[src/rtl/uart_pkg.sv]
// Shared definitions for the UART transmit path: state encoding, parity types, default width.
package uart_pkg;

   typedef enum logic [2:0] {
      IDLE   = 3'd0,
      START  = 3'd1,
      DATA   = 3'd2,
      PARITY = 3'd3,
      STOP   = 3'd4
   } state_t;

   localparam logic PAR_EVEN = 1'b0;
   localparam logic PAR_ODD  = 1'b1;

   localparam int unsigned DEF_DATA_WIDTH = 8;

endpackage

[src/rtl/parity_calc.sv]
// Combinational parity bit for a data word, even or odd as selected by par_typ.
module parity_calc
   import uart_pkg::*;
#(
   parameter int unsigned DATA_WIDTH = DEF_DATA_WIDTH
) (
   input  logic [DATA_WIDTH-1:0] data,
   input  logic                  par_typ,
   output logic                  parity
);

   always_comb begin
      parity = ^data;
      case (par_typ)
         PAR_EVEN: parity = ^data;
         PAR_ODD:  parity = ~^data;
         default:  parity = ^data;
      endcase
   end

endmodule

[src/rtl/uart_tx_ctrl.sv]
// UART transmit frame sequencer: start bit, serializer data, optional parity, stop bit(s).
module uart_tx_ctrl
   import uart_pkg::*;
#(
   parameter int unsigned DATA_WIDTH = DEF_DATA_WIDTH,
   parameter int unsigned STOP_BITS  = 1,
   parameter int unsigned TIMEOUT    = DATA_WIDTH + 2
) (
   input  logic                  clk,
   input  logic                  rst,
   input  logic [DATA_WIDTH-1:0] p_data,
   input  logic                  data_valid,
   input  logic                  par_en,
   input  logic                  par_typ,
   input  logic                  ser_data,
   input  logic                  ser_done,
   output logic [DATA_WIDTH-1:0] ser_p_data,
   output logic                  ser_en,
   output logic                  tx_out,
   output logic                  busy,
   output logic                  data_ack,
   output logic                  err_timeout
);

   localparam int unsigned CW = $clog2(TIMEOUT + 1);
   localparam int unsigned SW = (STOP_BITS > 1) ? $clog2(STOP_BITS) : 1;

   state_t                  state;
   logic [CW-1:0]           cnt;
   logic [SW-1:0]           stop_cnt;
   logic [DATA_WIDTH-1:0]   data_reg;
   logic                    par_reg;
   logic                    par_en_reg;
   logic                    par_bit;
   logic                    stop_last;
   logic                    accept;
   logic                    timeout_hit;

   parity_calc #(
      .DATA_WIDTH (DATA_WIDTH)
   ) u_parity (
      .data    (p_data),
      .par_typ (par_typ),
      .parity  (par_bit)
   );

   assign stop_last   = (state == STOP) && (stop_cnt == SW'(STOP_BITS - 1));
   assign accept      = data_valid && ((state == IDLE) || stop_last);
   // ser_done takes priority over an expiring timeout in the same cycle
   assign timeout_hit = (state == DATA) && !ser_done && (cnt == CW'(TIMEOUT - 1));

   always_ff @(posedge clk) begin
      if (rst) begin
         state      <= IDLE;
         data_reg   <= '0;
         par_reg    <= 1'b0;
         par_en_reg <= 1'b0;
         cnt        <= '0;
         stop_cnt   <= '0;
      end else begin
         if (accept) begin
            data_reg   <= p_data;
            par_en_reg <= par_en;
            par_reg    <= par_bit;
         end
         stop_cnt <= (state == STOP) ? stop_cnt + SW'(1) : '0;
         case (state)
            IDLE: begin
               if (accept) state <= START;
            end
            START: begin
               state <= DATA;
               cnt   <= '0;
            end
            DATA: begin
               cnt <= cnt + CW'(1);
               if (ser_done)         state <= par_en_reg ? PARITY : STOP;
               else if (timeout_hit) state <= STOP;
            end
            PARITY: state <= STOP;
            STOP: begin
               if (stop_last) state <= accept ? START : IDLE;
            end
            default: state <= IDLE;
         endcase
      end
   end

   always_comb begin
      tx_out = 1'b1;
      case (state)
         IDLE:    tx_out = 1'b1;
         START:   tx_out = 1'b0;
         DATA:    tx_out = ser_data;
         PARITY:  tx_out = par_reg;
         STOP:    tx_out = 1'b1;
         default: tx_out = 1'b1;
      endcase
   end

   assign busy        = (state != IDLE);
   assign ser_en      = (state == DATA);
   assign ser_p_data  = data_reg;
   assign data_ack    = accept;
   assign err_timeout = timeout_hit;

endmodule

[config.mk]
export PLATFORM = sky130hd
export DESIGN_NAME = uart_tx_ctrl
export DESIGN_NICKNAME = d
export VERILOG_FILES = /design/src/rtl/uart_pkg.sv /design/src/rtl/parity_calc.sv /design/src/rtl/uart_tx_ctrl.sv
export SDC_FILE = /design/constraint.sdc
export NUM_CORES = 1
export LEC_CHECK = 0
export CAP_MARGIN = 20
export CORE_MARGIN = 2
export CORE_UTILIZATION = 60
export CTS_CLUSTER_DIAMETER = 100
export DETAILED_ROUTE_END_ITERATION = 7
export DONT_BUFFER_PORTS = 1
export PLACE_DENSITY = 0.8
export SYNTH_ARGS = -nofsm -noshare
export SYNTH_HDL_FRONTEND = slang
export SYNTH_SLANG_ARGS = --single-unit
export TNS_END_PERCENT = 50
[constraint.sdc]
create_clock -name clk -period 3.4 [get_ports clk]
set_clock_uncertainty 0.15 [all_clocks]
set_input_delay 0.68 -clock clk [delete_from_list [all_inputs] [get_ports clk]]
set_output_delay 0.68 -clock clk [all_outputs]
set_load 0.02 [all_outputs]
==> summary.txt <==
Power and ir drop
  • Comb pwr share: about a third
  • Pleak: around 0.37 nW
  • Sw Pwr: 0.000291 W
  • Switching share of power: between 40% and 50%
  • Pint: ~0.00042 W
  • Clk pwr share: between 10% and 20%
  • Peak VDD IR: around 600 uV
  • Pwr dens: between 600 and 700 nW/um^2
  • Sequential Power Share: 48.1%

Clock network
  • Clk Latency, worst-skew pair: a little under 0.3 ns
  • Clock tree from TritonCTS: yes
  • Cts hold-fix bufs: 0
  • CTS max path bufs: 2
  • CTS HTree Levels: 1
  • Post-CTS Resized: 0
  • Post-CTS Setup Bufs: 0
  • Root Driver: clkbuf_4
  • Clk sinks: 18
  • TritonCTS buffer count: 3
  • Worst-path clk slew: 0.10 ns

Drt
  • WL/cell: about 14 um
  • Antenna viol nets, final: 0
  • DRT Wirelength: roughly 1900 um
  • Initial DRT Pass Iterations: 4
  • Drt drc: 0
  • Iter 0 DRT Violations: 9
  • Via density: roughly 6.3
  • Routed vias: 816

STA
  • Tcrit/Tclk final: around 81%
  • Worst slew pin tran: roughly 0.70 ns
  • RSZ-0062 raised after global routing: false
  • Final hold violation count: 0
  • Post-route minimum period: between 2 and 3 ns
  • Slew headroom: 52.9%
  • Fin. max-slew vios: 0
  • Setup_tns: 0 ns
  • Highest Clock Rate: 364 MHz
  • Final setup fails: 0

Die
  • Die area: between 2000 and 2500 um^2
  • Initial core utilization: between 60% and 70%
  • FP Rows: 14
  • Die Span X: around 45 um
  • Core area: between 1500 and 2000 um^2
  • Die height: between 40 and 50 um
  • I/O pin total: 28

Global routing
  • Number of global-route vias before repair: about 730
  • Global route overflow: 0
  • First-pass GRT wire length: 3070 um
  • Pin count of the biggest net entering global routing: 21
  • Tot GR Track Use: 20.8%
  • Antenna violations before repair: 0

Finish
  • Ant. Diodes: 0
  • Final Non-Filler Cells: 130
  • Largest register FFs: 8
  • Nets: about 130
  • Share of cells above drive strength 1: under 10%
  • Synthesis-to-layout area growth: 1.13%

Synth
  • Yosys top cell area share: 36.0%
  • Post-synth EDFFs: 0
  • Syn. warnings: 0
  • Most instantiated cells after synthesis: dfxtp_1, a21oi_1, nand2_1, nand3_1, clkbuf_1
  • Async SR Flop Fraction: 0%
  • Most frequent cell after synthesis: dfxtp_1
  • Area leader, netlist: dfxtp_1
  • Post-synthesis cell area: roughly 1000 um^2
  • Syn Nets: ~140
  • Post-synth cell types: 38
  • Synth area leaders: dfxtp_1, a21oi_1, nand3_1
  • Synthesized instance count: 120
  • Post-synthesis sequential area ratio: approximately 36%
  • Avg Cell Area, Syn: between 8 and 9 um^2
  • Seq cells post-synth: 18
  • Most used DFF post-synth: dfxtp_1

Placement
  • IO Port Bufs: 0
  • RePlAce Congestion: about 0.76
  • # placed instances: 126
  • Detail Placement HPWL: around 1300 um

Min path
  • Worst Hold Depth: 1
  • Worst min path class: in -> reg
  • Min-delay src: rst
  • Worst Hold Endpoint: ser_p_data[0]$_SDFFE_PP0P_

Critical path
  • Critical path type: reg -> out
  • Crit path required time: ~2.6 ns
  • Reg2reg start: state[1]$_SDFFE_PP0P_
  • FF-to-FF path depth: 4
  • Crit. End Element: output port
  • R2R Setup Slk: roughly 1.2 ns
  • Max FO, Critical Path: 20
  • R2r endpoint: par_reg$_SDFFE_PP0P_
  • Worst endpoint data arrival time: about 1.9 ns
  • CP Launch Type: flip-flop

Run status
  • Status: finished, final reports clean

Job
  • MaxCap Viol Count: 0
-- cells by family (layout without fill, tap and decap cells) --
group	count (synthesis)	in the layout	synth area share, %
AND/OR/NAND/NOR	45	45	25.3
AO/OA/AOI/OAI	32	32	21.2
flip-flops	18	18	36.0
buffers and inverters	15	9	6.38
XOR/XNOR	6	6	6.63
adder cells (fa/ha/maj)	2	2	2.50
multiplexers	2	2	2.00
-- power groups by stage --
stage / combinational [W] / clock, W / sequential, W
floorplan: 0.000262 / 0 / 0.000295
global route: 0.000270 / 0.000143 / 0.000350
finish: 0.000239 / 0.000128 / 0.000340
global placement: 0.000234 / 0 / 0.000341
detailed placement: 0.000239 / 0 / 0.000344
CTS: 0.000240 / 0.000135 / 0.000339
-- final cells by class --
type / count / area, um^2
tap: 16 / 20.0
sequential: 18 / 360
multi-input combinational: 87 / 576
inverter: 5 / 18.8
fill: 141 / 531
clock buffer: 4 / 36.3
-- how the worst max path moves through the flow --
stage / from / endpoint / slack (ns) / cells after the start
after floorplan: state[1]$_SDFFE_PP0P_ / ser_en / 1.13 / 3
after global placement: state[1]$_SDFFE_PP0P_ / err_timeout / 1.06 / 2
after detailed placement: state[1]$_SDFFE_PP0P_ / err_timeout / 1.0 / 2
after CTS: state[1]$_SDFFE_PP0P_ / err_timeout / 0.65 / 2
after global routing: state[1]$_SDFFE_PP0P_ / err_timeout / 0.49 / 2
final: state[1]$_SDFFE_PP0P_ / err_timeout / 0.65 / 2
-- metrics by stage --
step / cell area, um^2 / hold WS [ns] / total power [W] / setup WS [ns] / utilization [%]
4_1_cts: 1010 / 0.279 / 0.000714 / 0.647 / 65.6
6_report: 1010 / 0.295 / 0.000706 / 0.651 / 65.6
3_5_place_dp: 975 / 0.340 / 0.000583 / 0.996 / 63.2
5_1_grt: 1010 / 0.273 / 0.000764 / 0.492 / 65.6
3_3_place_gp: 975 / 0.340 / 0.000575 / 1.06 / 63.2
2_1_floorplan: 1000 / 0.313 / 0.000557 / 1.13 / -
-- worst max-delay path, cell delays in order (launching register included) --
cell and delay [ns]:
dfxtp_1 0.73, nor4b_1 0.47, nor2b_1 0.42
-- metal layers --
metal	part of all wire, %	up-vias	track usage, %
met1	47	370	25.1
met2	45	26	35.4
li1	-	418	-
met5	0	-	0
met3	7.4	2	7.20
met4	1.0	0	5.29
-- cell usage in the layout, fill, tap and decap left out --
| cell type | n |
|---|---|
| a211oi_4 | 1 |
| and2_1 | 1 |
| nor3b_1 | 1 |
| nand3b_1 | 2 |
| a21oi_1 | 15 |
| a41oi_1 | 2 |
| nand4b_1 | 1 |
| and2_0 | 1 |
| nor2b_1 | 1 |
| inv_1 | 5 |
| a22oi_1 | 2 |
| xor2_1 | 2 |
| a311o_1 | 1 |
| a21o_1 | 1 |
| ha_1 | 2 |
| nand3_1 | 10 |
| o22ai_1 | 1 |
| clkbuf_4 | 3 |
| clkbuf_8 | 1 |
| a211oi_1 | 1 |
| a31oi_1 | 1 |
| or3_1 | 1 |
| a32oi_1 | 1 |
| mux2i_1 | 2 |
| xnor3_1 | 1 |
| nand2b_1 | 4 |
| nand2_2 | 1 |
| nor4b_1 | 2 |
| nor2_1 | 5 |
| nor4bb_1 | 1 |
| o211ai_2 | 1 |
| nor4_1 | 2 |
| or4b_1 | 1 |
| nand2_1 | 10 |
| or3b_1 | 1 |
| xnor2_1 | 3 |
| dfxtp_1 | 18 |
| o21ai_0 | 5 |
(Power assumes the default switching activity.)
